**config.mk**
```make
export PLATFORM = sky130hd
export DESIGN_NAME = if_block
export DESIGN_NICKNAME = d
export VERILOG_FILES = /design/src/rtl/mips32_pkg.sv /design/src/rtl/if_block_if_id_stage.sv /design/src/rtl/if_block.sv
export SDC_FILE = /design/constraint.sdc
export NUM_CORES = 1
export LEC_CHECK = 0
export ABC_AREA = 1
export CAP_MARGIN = 20
export CORE_ASPECT_RATIO = 1.75
export CORE_MARGIN = 10
export CORE_UTILIZATION = 25
export CTS_CLUSTER_DIAMETER = 30
export CTS_CLUSTER_SIZE = 8
export DETAILED_ROUTE_END_ITERATION = 7
export PLACE_DENSITY_LB_ADDON = 0.08
export SLEW_MARGIN = 25
export SYNTH_ARGS = -nofsm -noshare
export SYNTH_HDL_FRONTEND = slang
export SYNTH_HIERARCHICAL = 1
export SYNTH_SLANG_ARGS = --single-unit
export TNS_END_PERCENT = 30
```
**constraint.sdc**
```tcl
create_clock -name Clock -period 2.35 [get_ports Clock]
set_input_delay 0.3525 -clock Clock [delete_from_list [all_inputs] [get_ports Clock]]
set_output_delay 0.3525 -clock Clock [all_outputs]
set_load 0.1 [all_outputs]
```
**src/rtl/mips32_pkg.sv**
```systemverilog
// Shared definitions for the mips32 pipeline: next-PC select codes, fetch FSM states, bubble word.
// Latency: n/a (types and constants only).
// Backpressure: n/a.
package mips32_pkg;

  // ID_PCSrc encodings
  localparam logic [1:0] PCSRC_SEQ    = 2'b00;
  localparam logic [1:0] PCSRC_BRANCH = 2'b01;
  localparam logic [1:0] PCSRC_JUMP   = 2'b10;
  localparam logic [1:0] PCSRC_JR     = 2'b11;

  // Instruction word used for bubbles in IF/ID
  localparam logic [31:0] NOP = 32'h0000_0000;

  typedef enum logic [1:0] {
    S_IDLE  = 2'd0,
    S_REQ   = 2'd1,
    S_DRAIN = 2'd2,
    S_HELD  = 2'd3
  } fetchStateT;

  // Redirect target for a non-sequential PCSrc; PCSRC_SEQ never reaches a redirect.
  function automatic logic [31:0] selectTarget(input logic [1:0]  pcSrc,
                                               input logic [31:0] branchAddr,
                                               input logic [31:0] jumpAddr,
                                               input logic [31:0] jrRsData);
    logic [31:0] t;
    t = branchAddr;
    case (pcSrc)
      PCSRC_JUMP: t = jumpAddr;
      PCSRC_JR:   t = jrRsData;
      default:    t = branchAddr;
    endcase
    return t;
  endfunction

endpackage

```
**src/rtl/if_block_if_id_stage.sv**
```systemverilog
// IF/ID pipeline register: loads a fetched word, or a bubble when flushed or nothing was fetched.
// Latency: 1 cycle (registered on Clock).
// Backpressure: wrEn low (hazard stall) holds every field, and takes priority over flush.
// Ports: wrEn, flush, load (instrIn/pcPlus4In valid) in; instr, pcPlus4, valid out.
module IF_ID_Stage
  import mips32_pkg::*;
(
  input  logic        Clock,
  input  logic        Reset,
  input  logic        wrEn,
  input  logic        flush,
  input  logic        load,
  input  logic [31:0] instrIn,
  input  logic [31:0] pcPlus4In,
  output logic [31:0] instr,
  output logic [31:0] pcPlus4,
  output logic        valid
);

  always_ff @(posedge Clock or negedge Reset) begin
    if (!Reset) begin
      instr   <= NOP;
      pcPlus4 <= 32'h0000_0000;
      valid   <= 1'b0;
    end else if (wrEn) begin
      if (load && !flush) begin
        instr   <= instrIn;
        pcPlus4 <= pcPlus4In;
        valid   <= 1'b1;
      end else begin
        // Bubble keeps the previous PC+4 so decode still sees a sane value.
        instr <= NOP;
        valid <= 1'b0;
      end
    end
  end

endmodule

```
**src/rtl/if_block.sv**
```systemverilog
// Instruction-fetch stage: owns the PC, fetches over a req/ready memory port, fills IF/ID.
// Latency: zero-wait memory gives one instruction per cycle; IF/ID updates on the edge Ready is sampled.
// Backpressure: HazZero holds PC and IF/ID; a word that arrives during a stall is kept in a skid buffer.
// Ports: ID_PCSrc/targets, IF_Flush, HazZero from decode/hazard; IMem_* memory port; ID_* IF/ID outputs; FetchStall.
module if_block
  import mips32_pkg::*;
#(
  parameter logic [31:0] RESET_PC = 32'h0000_0000
) (
  input  logic        Clock,
  input  logic        Reset,
  input  logic [1:0]  ID_PCSrc,
  input  logic [31:0] ID_BranchAddr,
  input  logic [31:0] ID_JumpAddr,
  input  logic [31:0] ID_JrRsData,
  input  logic        IF_Flush,
  input  logic        HazZero,
  output logic        IMem_Req,
  output logic [31:0] IMem_Addr,
  input  logic        IMem_Ready,
  input  logic [31:0] IMem_RData,
  output logic [31:0] ID_Instruction,
  output logic [31:0] ID_PCplus4,
  output logic        ID_Valid,
  output logic        FetchStall
);

  fetchStateT  state;
  logic [31:0] pc;
  logic [31:0] savedTarget;
  logic [31:0] skidBuf;

  logic        advance;
  logic        redirect;
  logic [31:0] target;
  logic [31:0] pcPlus4;
  logic        ifidLoad;
  logic [31:0] ifidInstr;

  assign advance  = !HazZero;
  assign redirect = (ID_PCSrc != PCSRC_SEQ) && !HazZero;
  assign target   = selectTarget(ID_PCSrc, ID_BranchAddr, ID_JumpAddr, ID_JrRsData);
  assign pcPlus4  = pc + 32'd4;

  assign IMem_Req   = (state == S_REQ) || (state == S_DRAIN);
  assign IMem_Addr  = pc;
  assign FetchStall = (state == S_IDLE) || (state == S_DRAIN) ||
                      ((state == S_REQ) && !IMem_Ready);

  // A real instruction is available only from a completed fetch or the skid
  // buffer, and never when decode redirects in the same cycle.
  always_comb begin
    ifidLoad  = 1'b0;
    ifidInstr = IMem_RData;
    case (state)
      S_REQ:   ifidLoad = IMem_Ready && !redirect;
      S_HELD: begin
        ifidLoad  = !redirect;
        ifidInstr = skidBuf;
      end
      default: ifidLoad = 1'b0;
    endcase
  end

  always_ff @(posedge Clock or negedge Reset) begin
    if (!Reset) begin
      state       <= S_IDLE;
      pc          <= RESET_PC;
      savedTarget <= RESET_PC;
      skidBuf     <= NOP;
    end else begin
      case (state)
        S_IDLE: state <= S_REQ;
        S_REQ: begin
          if (IMem_Ready) begin
            if (redirect) begin
              pc <= target;
            end else if (advance) begin
              pc <= pcPlus4;
            end else begin
              skidBuf <= IMem_RData;
              state   <= S_HELD;
            end
          end else if (redirect) begin
            // Address must stay stable until the outstanding fetch completes.
            savedTarget <= target;
            state       <= S_DRAIN;
          end
        end
        S_DRAIN: begin
          if (IMem_Ready) begin
            // A redirect landing on the completing edge is the newest target.
            pc    <= redirect ? target : savedTarget;
            state <= S_REQ;
          end else if (redirect) begin
            savedTarget <= target;
          end
        end
        S_HELD: begin
          if (advance) begin
            pc    <= redirect ? target : pcPlus4;
            state <= S_REQ;
          end
        end
        default: state <= S_IDLE;
      endcase
    end
  end

  IF_ID_Stage u_ifId (
    .Clock     (Clock),
    .Reset     (Reset),
    .wrEn      (advance),
    .flush     (IF_Flush),
    .load      (ifidLoad),
    .instrIn   (ifidInstr),
    .pcPlus4In (pcPlus4),
    .instr     (ID_Instruction),
    .pcPlus4   (ID_PCplus4),
    .valid     (ID_Valid)
  );

endmodule
```
==> flow_summary.ini, run 1 <==
[outcome]
status = completed

[floorplanning]
dieArea_um2 = 44800
rows = 92
ios = 234
die_y_um = 272
die_w_um = 164
initial_utilization_pct = 25.3
coreArea_um2 = 36000

[logic_synthesis]
yosysSeqAreaShare_pct = 44.8
synthTopCellsByArea = dfrtp_1 (45%), nand2_1 (18%), o21ai_0 (5.7%), nand4_1 (4.4%), inv_1 (4.2%)
yosysUniqueCellTypes = 41
synth_area_leader_cell = dfrtp_1
synth_fa_ha_area_share_pct = 0.824
synth_simple_gate_area_share_pct = 31.8
yosysTopAreaCellShare_pct = 44.8
netlist_instances = 1237
synth-xor-area-share_pct = 0.948
yosysWarnings = 6
ys.flop_type = dfrtp_1
synth_compound_area_share_pct = 11.4
synthMuxAreaShare_pct = 0.742
synthTopCellsByCount = nand2_1 (440), dfrtp_1 (163), o21ai_0 (104)
netlist_area_um2 = 9110
ys_seq_elements = 163
synth_edf_count = 0
synth_top_family_by_area = simple AND/OR/NAND/NOR gates
synth.most_common_cell = nand2_1
avgSynthCellArea_um2 = 7.36
synthesis.nets = 1378
synthArstFlopShare_pct = 100

[sta]
rsz0062_at_grt = false
maxSlewHeadroom_pct = 59.7
fin_crit_ps = 2040
skew_ps = 7.95
setup_tns_ps = 0
fmax_mhz = 489
slew_viol_final = 0
setup_slack_ps = 306
holdWs_ps = 373
hold_viol = 0
final-setup-viol-count = 0
min_period_over_period_pct = 87.0
tightestPinTransition_ps = 604

[clock_network]
cts_tree = built
cts_resized = 0
cts_setup_buffers = 0
cts.hold.buffers_added = 1
path_clk_slew_ps = 70
clkLatencyLatePin_ps = 440
cts_sinks = 163
cts_buffers = 17
cts.path.max_buffers = 2
cts_root_buffer = clkbuf_16
h-tree-depth = 4

[global_route]
grt_max_degree = 65
grt_pass1_vias = 8974
antenna_found_initial = 0
track_usage_pct = 14.9
grt_remaining_overflow = 0
grt_pass1_wl_um = 51900

[power_and_ir_drop]
p_per_area_nw_per_um2 = 1520
ir_drop_mv = 0.572
p_total_uw = 18700
leakage_uw = 0.00602

[place]
post-place-cells = 1892
dp_slack_ps = 171
portBuffers = 233
gp_congestion = 0.905
dp_hpwl_um = 25500

[routing]
first_pass_iters = 5
route.detailed.vias_per_inst = 4.51
vias = 8685
wl_um = 32900
maxUsedRoutingLayer = met4
dr_wl_met3_um = 1690
wl_met1_um = 13400
route.detailed.drc = 0
wl_per_cell_um = 17.1
wl_met2_um = 16800
drtIter0Drc = 509
antenna_left = 0

[setup_path]
endpoint_kind = output pin
worstSetupPathType = reg2out
path_max_fanout = 6
arrival_ps = 1690
reg2reg_depth = 11
required_ps = 2000
critPathLaunchType = flip-flop

[final_layout]
final_cells = 1925
drive_gt1_share_pct = 13.7
layout.nets = 1583
n_antenna_cell = 0
syn_to_final_growth_pct = 35.3

[flow_run]
maxCapViolations = 0

[worst_hold_path]
hp-class = in2async
## worst max-delay path, cell delays in order (launching register included)
cell,delay [ps]
dfrtp_1,460
inv_1,120
ha_1,280
nor2_1,120
nand2_1,90
buf_12,170
## per-stage QoR
stage          cell area, µm²  utilization (%)
5_1_grt                 12300             34.2
4_1_cts                 12300             34.2
3_5_place_dp            11700             32.5
6_report                12300             34.2
3_3_place_gp            11700             32.5
2_1_floorplan            9110                -
## flip-flops by register name (all words and copies together), names as in the netlist
name / cells
state: 2
u_ifId/instr: 32
u_ifId/pcPlus4: 32
u_ifId/valid: 1
savedTarget: 32
skidBuf: 32
IMem_Addr: 32
## worst paths after layout
check                                          startpoint                              to  slack (ps)
setup reg to reg                     state[0]$_DFFE_PN0P_        IMem_Addr[8]$_DFFE_PN0P_         320
hold reg to reg            u_ifId/pcPlus4[25]$_DFFE_PN0P_  u_ifId/pcPlus4[25]$_DFFE_PN0P_         470
min in group Clock         u_ifId/pcPlus4[25]$_DFFE_PN0P_  u_ifId/pcPlus4[25]$_DFFE_PN0P_         470
setup / recovery                     state[0]$_DFFE_PN0P_                      FetchStall         310
hold / removal                                      Reset      savedTarget[1]$_DFFE_PN0P_         370
max in group asynchronous                           Reset       IMem_Addr[25]$_DFFE_PN0P_        1260
## layer usage
layer / vias to the layer above / global-route usage (%)
li1: 4410 / -
met1: 4008 / 16.9
met2: 228 / 25.8
met3: 39 / 3.76
met4: 0 / 5.85
met5: - / 0
## power breakdown
part | internal, µW | switching [µW] | leakage, µW | total (µW)
combinational | 2610 | 8160 | 0.00368 | 10800
clock | 1710 | 1240 | 0.000298 | 2960
sequential | 3970 | 992 | 0.00204 | 4960
## layout by cell type, fill, tap and decap left out, drive strengths merged, types with 3 or more instances in the layout
| master | count |
|---|---|
| nand2 | 447 |
| inv | 114 |
| clkinv | 6 |
| nor2 | 81 |
| o21ai | 114 |
| mux2 | 6 |
| nand3 | 71 |
| clkbuf | 18 |
| xor2 | 4 |
| buf | 126 |
| xnor2 | 5 |
| bufinv | 3 |
| dfrtp | 163 |
| a21oi | 73 |
| ha | 6 |
| clkdlybuf4s50 | 133 |
| a31oi | 4 |
| nand4 | 64 |
## cell families (layout without fill, tap and decap cells)
kind of cell / count (synthesis) / in the layout
XOR/XNOR: 9 / 9
buffers and inverters: 185 / 403
AO/OA/AOI/OAI: 200 / 200
multiplexers: 6 / 6
adder cells (fa/ha/maj): 6 / 6
AND/OR/NAND/NOR: 668 / 668
flip-flops: 163 / 163
## final cells by class
type,count,area (µm²)
Multi-Input combinational cell,889,4180
Tap cell,470,588
Clock buffer,18,439
Timing Repair Buffer,260,2440
Fill cell,3865,23700
Inverter,111,418
Clock inverter,14,176
Sequential cell,163,4080
Power figures use the tool's default switching activity.
==> inputs of run 2 (changes only) <==
--- a/config.mk
+++ b/config.mk
@@ -9,12 +9,12 @@
 export CAP_MARGIN = 20
 export CORE_ASPECT_RATIO = 1.75
 export CORE_MARGIN = 10
-export CORE_UTILIZATION = 25
+export CORE_UTILIZATION = 35
 export CTS_CLUSTER_DIAMETER = 30
 export CTS_CLUSTER_SIZE = 8
 export DETAILED_ROUTE_END_ITERATION = 7
 export PLACE_DENSITY_LB_ADDON = 0.08
-export SLEW_MARGIN = 25
+export SLEW_MARGIN = 20
 export SYNTH_ARGS = -nofsm -noshare
 export SYNTH_HDL_FRONTEND = slang
 export SYNTH_HIERARCHICAL = 1
==> run 2 against run 1 <==
Net effect: largest power group unchanged; first-iteration DRC count fell by 5.5%; cell area fell by 1.9%; maximum frequency fell by 7.9%; clock skew fell by 2.5 ps; highest routed layer unchanged; global-route usage rose by 3.0 points.
==> flow_summary.ini, run 2 (synthesized netlist as in run 1, its figures left out) <==
[final_layout]
drive_gt1_share_pct = 13.4
register_area_um2 = 4080
syn_to_final_growth_pct = 32.8
multi_input_area_um2 = 4180
n_antenna_cell = 0
nFillCells = 2626
final_cell_mix = nand2_1 (440), dfrtp_1 (163), clkdlybuf4s50_1 (133), buf_4 (109), o21ai_0 (104)
final_common_cell = nand2_1
layout.nets = 1580
final_cells = 1771

[sta]
rsz0062_at_grt = false
skew_ps = 5.47
maxSlewHeadroom_pct = 58.2
final-setup-viol-count = 0
tightestPinTransition_ps = 627
hold_viol = 0
setup_tns_ps = 0
min_period_over_period_pct = 94.5
slew_viol_final = 0
fin_crit_ps = 2220
fmax_mhz = 450

[global_route]
track_usage_pct = 17.8
antenna_found_initial = 0
grt_remaining_overflow = 0
grt_pass1_wl_um = 47100
grt_pass1_vias = 8671
grt_max_degree = 65

[floorplanning]
rows = 78
dieArea_um2 = 33100
die_y_um = 233
coreArea_um2 = 25800
ios = 234
initial_utilization_pct = 35.3
die_w_um = 142

[place]
post-place-cells = 1739
gp_congestion = 0.917
dp_hpwl_um = 22400
portBuffers = 233

[setup_path]
worstSetupPathType = reg2out
critPathLaunchType = flip-flop
required_ps = 2000
path_max_fanout = 38
endpoint_kind = output pin
arrival_ps = 1870

[routing]
route.detailed.drc = 0
first_pass_iters = 5
wl_per_cell_um = 16.5
antenna_left = 0
wl_um = 29200
drtIter0Drc = 481
vias = 8634
route.detailed.vias_per_inst = 4.88

[clock_network]
cts_tree = built
cts_sinks = 163
h-tree-depth = 4
path_clk_slew_ps = 60
cts_root_buffer = clkbuf_16
cts_setup_buffers = 0
clkLatencyLatePin_ps = 440
cts_buffers = 17
cts.path.max_buffers = 2

[power_and_ir_drop]
leakage_uw = 0.00599
ir_drop_mv = 0.753
p_clk_share_pct = 15.2
switching_share_pct = 55.0
p_per_area_nw_per_um2 = 1520
p_comb_share_pct = 58.1
pwr-share-seq_pct = 26.7
switchingPower_uw = 10100
p_int_uw = 8280

[outcome]
status = completed

[flow_run]
maxCapViolations = 0

[worst_hold_path]
hp-class = in2async
==> run 2: changes by cell type in the layout (fill, tap and decap cells not counted), sizes merged <==
cell      delta
inv          -4
clkinvlp     -1
clkbuf       +2
buf          -3
clkinv       +2
==> run 2: worst max-delay path, cell delays in order, from the launching register on <==
cell     delay, ps
dfrtp_1        450
inv_1          130
ha_1           250
buf_12         230
nor2_1          80
nand2_1        110
buf_12         180
==> run 2: what timing repair did <==
action | 4_1_cts | 5_1_grt
endpoints found under the setup margin | 1 | 1
hold endpoints to repair | 58 | 0
gates resized for setup | 1 | 3
hold buffers | 1 | 0
gates cloned | 0 | 0
==> run 2: layer usage <==
metal,vias to the layer above,GRT usage (%),wire [µm]
li1,4408,-,-
met1,3936,20.3,11900
met2,246,30.2,14500
met3,44,4.90,1730
met4,0,8.08,1060
met5,-,0,0
==> run 2: cell type report <==
class / count / share of cell area (%)
Timing Repair Buffer: 257 / 20.1
Sequential cell: 163 / 33.7
Clock buffer: 20 / 3.69
Tap cell: 320 / 3.31
Multi-Input combinational cell: 889 / 34.6
Clock inverter: 11 / 1.13
Inverter: 111 / 3.46
==> run 2: final timing paths <==
kind,startpoint,endpoint,slack [ps],cells after the start
max reg2reg,state[0]$_DFFE_PN0P_,savedTarget[8]$_DFFE_PN0P_,290,5
min reg2reg,u_ifId/pcPlus4[19]$_DFFE_PN0P_,u_ifId/pcPlus4[19]$_DFFE_PN0P_,470,2
max in group asynchronous,Reset,IMem_Addr[23]$_DFFE_PN0P_,1180,3
min,Reset,u_ifId/instr[9]$_DFFE_PN0P_,460,2
max,state[0]$_DFFE_PN0P_,FetchStall,130,6
min in group Clock,u_ifId/pcPlus4[19]$_DFFE_PN0P_,u_ifId/pcPlus4[19]$_DFFE_PN0P_,470,2
==> run 2: power groups by stage <==
stage / Combinational [µW] / Sequential [µW] / Clock, µW
6_report: 10700 / 4920 / 2800
3_3_place_gp: 10700 / 4950 / 0
3_5_place_dp: 10700 / 4960 / 0
4_1_cts: 10800 / 4920 / 2900
5_1_grt: 11500 / 5070 / 2990
2_1_floorplan: 3850 / 8990 / 0
==> run 2: metrics by stage <==
step	hold slack, ps	cell area [µm²]	power [µW]	worst slack (ps)	utilization [%]
2_1_floorplan	56.9	9110	12800	90.0	-
3_3_place_gp	391	11500	15600	204	44.6
3_5_place_dp	393	11500	15700	162	44.6
4_1_cts	473	12100	18600	28.0	46.9
5_1_grt	497	12100	19600	43.2	46.9
6_report	464	12100	18400	130	46.9
